===== config.mk =====
export PLATFORM = sky130hd
export DESIGN_NAME = csa_acc_4_2
export DESIGN_NICKNAME = d
export VERILOG_FILES = /design/src/rtl/csa_acc_4_2.sv
export SDC_FILE = /design/constraint.sdc
export NUM_CORES = 1
export LEC_CHECK = 0
export ABC_CLOCK_PERIOD_IN_PS = 2100
export CAP_MARGIN = 10
export CORE_ASPECT_RATIO = 0.5
export CORE_MARGIN = 4
export CORE_UTILIZATION = 30
export CTS_CLUSTER_SIZE = 24
export DETAILED_ROUTE_END_ITERATION = 6
export PLACE_DENSITY = 0.58
export SYNTH_ARGS = -nofsm -noshare
export SYNTH_HDL_FRONTEND = slang
export SYNTH_SLANG_ARGS = --single-unit

===== constraint.sdc =====
create_clock -name clk -period 2.1 [get_ports clk]
set_input_delay 0.42 -clock clk [delete_from_list [all_inputs] [get_ports clk]]
set_output_delay 0.42 -clock clk [all_outputs]
set_load 0.005 [all_outputs]

===== src/rtl/csa_acc_4_2.sv =====
// Redundant carry-save accumulator: one 4:2 compression per accepted beat.
// Optional CSA_ACC_RESOLVE_EN adds a resolved result port and a RESOLVE state.
module csa_acc_4_2 #(
   parameter int WIDTH           = 16,
   parameter int TRUNCATED_WIDTH = 16,
   parameter int N_TERMS         = 8,
   parameter int CNT_W           = $clog2(N_TERMS + 1)
) (
   input  logic             clk,
   input  logic             rst_n,
   input  logic             start,
   input  logic             mode_shift,
   input  logic             in_valid,
   output logic             in_ready,
   input  logic [WIDTH-1:0] x_s,
   input  logic [WIDTH-1:0] x_c,
   input  logic             cin1,
   input  logic             cin2,
   output logic             out_valid,
   input  logic             out_ready,
   output logic [WIDTH-1:0] ws,
   output logic [WIDTH-1:0] wc,
   output logic [CNT_W-1:0] term_cnt,
   output logic             busy
`ifdef CSA_ACC_RESOLVE_EN
   ,
   output logic [WIDTH-1:0] result
`endif
);

   localparam int LAST_INDEX = WIDTH - TRUNCATED_WIDTH;
   localparam logic [WIDTH-1:0] MASK = {WIDTH{1'b1}} << LAST_INDEX;
   localparam logic [WIDTH-1:0] CIN_BIT = WIDTH'(1) << LAST_INDEX;
   localparam logic [CNT_W-1:0] LAST_CNT = CNT_W'(N_TERMS - 1);

`ifdef CSA_ACC_RESOLVE_EN
   typedef enum logic [1:0] {IDLE, ACCUM, RESOLVE, HOLD} state_t;
`else
   typedef enum logic [1:0] {IDLE, ACCUM, HOLD} state_t;
`endif

   state_t state_q, state_d;
   logic   mode_q;
   logic   accept, last;

   logic [WIDTH-1:0] a, b, c, d;
   logic [WIDTH-1:0] s1, t1, s2, t2;

   assign accept = (state_q == ACCUM) & in_valid;
   assign last   = accept & (term_cnt == LAST_CNT);

   // Two full-adder levels; each level's carry lands one bit up, no ripple.
   always_comb begin
      a  = (mode_q ? (ws << 1) : ws) & MASK;
      b  = (mode_q ? (wc << 1) : wc) & MASK;
      c  = x_s & MASK;
      d  = x_c & MASK;
      s1 = a ^ b ^ c;
      t1 = (((a & b) | (a & c) | (b & c)) << 1) | (cin1 ? CIN_BIT : '0);
      t1 = t1 & MASK;
      s2 = (s1 ^ d ^ t1) & MASK;
      t2 = (((s1 & d) | (s1 & t1) | (d & t1)) << 1) | (cin2 ? CIN_BIT : '0);
      t2 = t2 & MASK;
   end

   always_ff @(posedge clk or negedge rst_n) begin
      if (!rst_n) state_q <= IDLE;
      else        state_q <= state_d;
   end

   always_comb begin
      state_d = state_q;
      if (start) begin
         state_d = ACCUM;
      end else begin
         case (state_q)
            IDLE:    state_d = IDLE;
`ifdef CSA_ACC_RESOLVE_EN
            ACCUM:   if (last) state_d = RESOLVE;
            RESOLVE: state_d = HOLD;
`else
            ACCUM:   if (last) state_d = HOLD;
`endif
            HOLD:    if (out_ready) state_d = IDLE;
            default: state_d = IDLE;
         endcase
      end
   end

   assign in_ready  = (state_q == ACCUM);
   assign out_valid = (state_q == HOLD);
   assign busy      = (state_q != IDLE);

   always_ff @(posedge clk or negedge rst_n) begin
      if (!rst_n) begin
         ws       <= '0;
         wc       <= '0;
         term_cnt <= '0;
         mode_q   <= 1'b0;
      end else if (start) begin
         ws       <= '0;
         wc       <= '0;
         term_cnt <= '0;
         mode_q   <= mode_shift;
      end else if (accept) begin
         ws       <= s2;
         wc       <= t2;
         term_cnt <= term_cnt + CNT_W'(1);
      end
   end

`ifdef CSA_ACC_RESOLVE_EN
   always_ff @(posedge clk or negedge rst_n) begin
      if (!rst_n)                  result <= '0;
      else if (start)              result <= '0;
      else if (state_q == RESOLVE) result <= ws + wc;
   end
`endif

endmodule


==> metrics, run 1 <==
status=complete, but fails checks; failing checks=setup timing; clock sinks=39; r2r startpoint=mode_q$_DFFE_PN0P_; Slowest-stage cell, CP=fa_2; Tcrit/Tclk final=104%; I/O Buffers=78; Final setup viols=14; flop2flop setup slack=-0.09 ns; Critical Path End=ws[8]$_DFFE_PN0P_; final std cells w/o fill=431; largest net degree at the start of global routing=40; sequential area share after synthesis=37.5%; RSZ-0062 raised after global routing=yes; fmax=456 MHz; Ys Warns=0; Ports=79; die area=0.0103 mm²; #FFs+latches synth=39; Worst Setup SP=mode_q$_DFFE_PN0P_; Largest stage delay, worst path=0.54 ns; area grow syn2layout=43.2%; chip height=73.9 µm; clock slew at reported path FFs=0.06 ns; clk buf depth=2; GP Congestion=0.754; Synth Flop Type=dfrtp_1; root buffer cell=clkbuf_16; terminus of the critical flop-to-flop path=ws[8]$_DFFE_PN0P_; Synth Net Count=312; synth top area cells=dfrtp_1 37%, fa_1 23%, mux2_2 13%; largest area contributor in the netlist=dfrtp_1; Period minus WS final=2.19 ns; Final WS setup=-0.0919 ns; Rel. slew slack=64.6%; grt ovf=0; Final #Nets=389; vias per cell=4.65; Worst-Margin Slew=0.530 ns; via count=2003; Post-DP HPWL=4740 µm; count leader, synth=nand2_1; Leak=1.56 nW; DRT iter0 DRCs=76; Synth Cell Area=0.00260 mm²; first-pass GRT wire length=11300 µm; dpl cells=421; Core Box Area=0.00823 mm²; CTS Buf Count=5; vias in the first global route=2178; Total GRT Usage=13.8%; DRT antenna net count=0; CP Max Fanout=16; syn_area_per_cell=10.8 µm²; share of the synthesized area in the top cell type=37.5%; top post-synthesis cells by count=63 x nand2_1, 39 x dfrtp_1, 32 x a21oi_1, 30 x fa_1, 29 x mux2_2; die span in x=140 µm; post-route core utilization=45.3%; Fillers=791; wire per inst=15.5 µm; worst-skew pair later-pin latency=0.28 ns; drt first pass iters=4; max-cap violations=0; Power Density=785 mW/mm²; Slew Limit Fails=0; CP Data Arrival Time=2.34 ns; CP Class=flip-flop to flip-flop; FF-to-FF path depth=6; H-tree Lvls=2; Diodes inserted=0; drt total wl=6690 µm; CTS tree=built; initial antenna violation count=0; Netlist cell types=24; Setup crit start kind=flip-flop; row count=23; Worst EP required=2.24 ns; Clock Skew=0.00355 ns; fraction of registers with async set/reset=100%; CP Capture Type=flip-flop; Hold Slack=0.191 ns; EDFF count, synth=0; worst-path cell chain=buf_12, mux2_2, fa_2, fa_1, nand2_1, a21oi_1; drt drc=0; HP Class=input port to asynchronous set/reset pin; maximum vdd ir drop=0.000309 V; Post-Synthesis Cells=241; Initial Utilization=31.7%; share of layout cells above drive strength 1=17.6%; Hold Vio Cnt, Final=0; hold buffer count at cts=0
[worst min-delay path by stage]
stage | startpoint | slack [ns] | end | cells past startpoint
after floorplan | rst_n | 0.12 | mode_q$_DFFE_PN0P_ | 0
after global placement | rst_n | 0.51 | wc[0]$_DFFE_PN0P_ | 2
after detailed placement | rst_n | 0.52 | state_q[0]$_DFFE_PN0P_ | 2
after CTS | rst_n | 0.21 | state_q[0]$_DFFE_PN0P_ | 2
after global routing | rst_n | 0.23 | state_q[1]$_DFFE_PN0P_ | 2
final | rst_n | 0.19 | state_q[1]$_DFFE_PN0P_ | 2
[worst max-delay path: cells and delay by family, from the launching register on]
| family | cells | cell delay, ns |
|---|---|---|
| multiplexers | 1 | 0.36 |
| adder cells (fa/ha/maj) | 2 | 0.95 |
| AO/OA/AOI/OAI | 1 | 0.06 |
| buffers and inverters | 1 | 0.18 |
| flip-flops | 1 | 0.42 |
| AND/OR/NAND/NOR | 1 | 0.08 |
[cell type report]
| type | count | area [µm²] | area share [%] |
|---|---|---|---|
| multi-input combinational | 183 | 1570 | 42.0 |
| tap | 112 | 140 | 3.76 |
| timing repair buffer | 85 | 873 | 23.4 |
| inverter | 4 | 15.0 | 0.403 |
| clock buffer | 8 | 156 | 4.19 |
| sequential | 39 | 977 | 26.2 |
[metrics by stage]
stage	cell area [µm²]	power, mW	setup TNS [ns]	setup slack [ns]
6_report	3730	2.93	-0.845	-0.0919
5_1_grt	3730	3.16	-2.47	-0.166
4_1_cts	3710	2.97	-0.954	-0.0952
3_5_place_dp	3500	2.13	-1.05	-0.108
3_3_place_gp	3500	2.09	-0.554	-0.0664
2_1_floorplan	2630	1.63	0	0.00980
[cell families (layout without fill, tap and decap cells)]
kind of cell,after synthesis,in the layout,synth area share [%]
flip-flops,39,39,37.5
buffers and inverters,19,97,3.60
AND/OR/NAND/NOR,79,79,12.6
XOR/XNOR,8,8,2.69
adder cells (fa/ha/maj),31,31,23.5
multiplexers,30,30,12.9
AO/OA/AOI/OAI,35,35,7.20
[report_power, final]
group          internal, mW  leakage, nW  switching, mW
clock                 0.506       0.0772          0.294
combinational         0.657        0.963          0.482
sequential            0.864        0.517          0.125
total                  2.03         1.56          0.900
[placed cells by master (no fill, tap or decap), types with 2 or more instances in the layout]
| master | instances |
|---|---|
| a21oi_1 | 30 |
| a21oi_2 | 2 |
| buf_12 | 2 |
| buf_4 | 4 |
| clkbuf_16 | 5 |
| clkbuf_8 | 2 |
| clkdlybuf4s50_1 | 77 |
| dfrtp_1 | 38 |
| fa_1 | 23 |
| fa_2 | 7 |
| inv_1 | 4 |
| mux2_2 | 27 |
| mux2_4 | 2 |
| nand2_1 | 63 |
| nor2_1 | 6 |
| nor2b_1 | 4 |
| xnor2_1 | 6 |
| xor2_1 | 2 |
[per-layer routing]
metal	up-vias	share of wire (%)	global-route usage, %
met3	10	3.5	3.32
met2	39	50	23.0
li1	943	-	-
met1	1011	45	18.1
met5	-	0	0
met4	0	1.4	4.40
[timing repair]
| action | 4_1_cts | 5_1_grt |
|---|---|---|
| setup buffers | 1 | 0 |
| endpoints found under the setup margin | 15 | 28 |
| resized for setup | 7 | 6 |
| cloned | 1 | 0 |
[registers in the layout (all words and copies together) (netlist names)]
register	count
state_q	2
term_cnt	4
wc	16
ws	16
mode_q	1
(Power assumes the default switching activity.)
==> run 2, diff against run 1 <==
==> config.mk (replaced) <==
export PLATFORM = sky130hd
export DESIGN_NAME = csa_acc_4_2
export DESIGN_NICKNAME = d
export VERILOG_FILES = /design/src/rtl/csa_acc_4_2.sv
export SDC_FILE = /design/constraint.sdc
export NUM_CORES = 1
export LEC_CHECK = 0
export ABC_CLOCK_PERIOD_IN_PS = 2350
export CAP_MARGIN = 10
export CORE_MARGIN = 4
export CORE_UTILIZATION = 30
export CTS_CLUSTER_SIZE = 24
export DETAILED_ROUTE_END_ITERATION = 6
export PLACE_DENSITY = 0.56
export SYNTH_ARGS = -nofsm -noshare
export SYNTH_HDL_FRONTEND = slang
export SYNTH_SLANG_ARGS = --single-unit
export TNS_END_PERCENT = 20
==> constraint.sdc (replaced) <==
create_clock -name clk -period 2.35 [get_ports clk]
set_input_delay 0.47 -clock clk [delete_from_list [all_inputs] [get_ports clk]]
set_output_delay 0.47 -clock clk [all_outputs]
set_load 0.005 [all_outputs]
==> metrics, run 2 (synthesis results as in run 1) <==
row count=33 (+43%); CP Class=flip-flop to flip-flop; max-cap violations=0 (unchanged); Slowest-stage cell, CP=fa_1; Ports=79 (unchanged); vias in the first global route=2032 (-6.7%); worst-path cell chain=buf_12, mux2_2, fa_1, fa_1, nand2_1, a21oi_1; die area=0.0102 mm² (-0.87%); HP Class=input port to asynchronous set/reset pin; first-pass GRT wire length=10400 µm (-7.2%); Total GRT Usage=12.8% (-0.96 points); RSZ-0062 raised after global routing=no; CTS tree=built; vias per cell=4.58 (-1.5%); design area=0.00362 mm² (-3.0%); status=finished, final reports clean; H-tree Lvls=2 (unchanged); clock slew at reported path FFs=0.07 ns (about the same); GP Congestion=0.716 (-5.0%); area grow syn2layout=39.0%; clk buf depth=2 (unchanged); Place WS=0.0779 ns (+0.185 ns); hold buffer count at cts=0 (unchanged); Power Density=635 mW/mm² (-19%); worst-skew pair later-pin latency=0.28 ns (about the same); CP Data Arrival Time=2.41 ns (+0.07 ns); Slew Limit Fails=0 (unchanged); CTS Buf Count=5 (unchanged); Worst EP required=2.56 ns (+0.32 ns); I/O Buffers=78 (unchanged); Post-DP HPWL=4590 µm (-3.1%); most common cell after layout, fill and taps aside=clkdlybuf4s50_1; Initial Utilization=31.2% (-0.42 points); Final setup viols=0 (-14); Leak=1.53 nW (-1.5%); drt drc=0 (unchanged); wire per inst=14.4 µm (-7.2%); drt first pass iters=4 (unchanged); final std cells w/o fill=426 (-1.2%); die span in x=101 µm (-28%); most frequent cells in the layout=77 x clkdlybuf4s50_1, 63 x nand2_1, 39 x dfrtp_1; CP Capture Type=flip-flop; Worst-Margin Slew=0.343 ns (-0.187 ns); Hold Slack=0.0712 ns (-0.120 ns); Period minus WS final=2.20 ns (+0.0101 ns); drt total wl=6140 µm (-8.2%); via count=1951 (-2.6%); Core Box Area=0.00834 mm² (+1.3%); post-CTS setup buffer count=0 (-1); largest net degree at the start of global routing=39 (-2.5%); Diodes inserted=0 (unchanged); DRT iter0 DRCs=45 (-41%); Rel. slew slack=77.1% (+12 points); Largest stage delay, worst path=0.49 ns (-0.05 ns); dpl cells=418 (-0.71%); Final #Nets=391 (+0.51%); maximum vdd ir drop=0.000219 V (-29%); setup TNS after final layout=0 ns (+0.845 ns); chip height=101 µm (+37%); grt ovf=0 (unchanged); Fillers=822 (+3.9%); Hold Vio Cnt, Final=0 (unchanged); root buffer cell=clkbuf_8; DRT antenna net count=0 (unchanged); Clock Skew=0.00376 ns (+0.000209 ns); PostCTS Resize Cnt=0 (-7); Post-DP Area=0.00354 mm² (+0.96%); largest registers=wc: 16 flops, ws: 16 flops, term_cnt: 4 flops; initial antenna violation count=0 (unchanged); fmax=454 MHz (-0.46%); CP Max Fanout=16 (unchanged); Tcrit/Tclk final=93.7% (-11 points); cell mode on critical path=fa_1; share of layout cells above drive strength 1=14.6% (-2.9 points); Final WS setup=0.148 ns (+0.240 ns); Setup crit start kind=flip-flop; clock sinks=39 (unchanged)
==> run 2: worst paths after layout <==
| kind | end | slack [ns] | from | cells after the start |
|---|---|---|---|---|
| max | ws[7]$_DFFE_PN0P_ | 0.15 | mode_q$_DFFE_PN0P_ | 6 |
| min | ws[5]$_DFFE_PN0P_ | 0.07 | rst_n | 1 |
| max reg2reg | ws[7]$_DFFE_PN0P_ | 0.15 | mode_q$_DFFE_PN0P_ | 6 |
| min reg2reg | ws[4]$_DFFE_PN0P_ | 0.56 | ws[4]$_DFFE_PN0P_ | 2 |
| max in group asynchronous | ws[7]$_DFFE_PN0P_ | 1.75 | rst_n | 2 |
| min in group clk | ws[4]$_DFFE_PN0P_ | 0.56 | ws[4]$_DFFE_PN0P_ | 2 |
==> run 2: through the flow <==
step / util (%) / total power [mW]
final: 43.4 / 2.30
after global routing: 43.4 / 2.52
after CTS: 43.4 / 2.36
after detailed placement: 42.4 / 1.91
after global placement: 42.4 / 1.88
after floorplan: - / 1.45
==> run 2: cell type report <==
| cell class | count | area [µm²] | share of cell area [%] |
|---|---|---|---|
| Sequential cell | 39 | 976 | 27.0 |
| Tap cell | 105 | 131 | 3.63 |
| Clock buffer | 7 | 76.3 | 2.11 |
| Timing Repair Buffer | 87 | 881 | 24.3 |
| Clock inverter | 1 | 5.00 | 0.138 |
| Multi-Input combinational cell | 183 | 1540 | 42.4 |
| Inverter | 4 | 15.0 | 0.415 |
==> run 2: report_power, final <==
group,switching [mW],internal (mW),total (mW)
Sequential,0.111,0.770,0.881
Combinational,0.410,0.575,0.985
Clock,0.225,0.208,0.433
Total,0.746,1.55,2.30
==> run 2: critical path, delay by kind of cell, from the launching register on <==
kind	cells	cell delay, ns
AO/OA/AOI/OAI	1	0.12
adder cells (fa/ha/maj)	2	0.97
buffers and inverters	1	0.19
flip-flops	1	0.44
multiplexers	1	0.36
AND/OR/NAND/NOR	1	0.05
==> run 2: metal layers <==
layer	GRT usage [%]	vias to the layer above	wire length (µm)
met1	17.9	958	2800
met4	2.76	0	12
li1	-	945	-
met2	20.4	46	2980
met5	0	-	0
met3	3.17	2	345
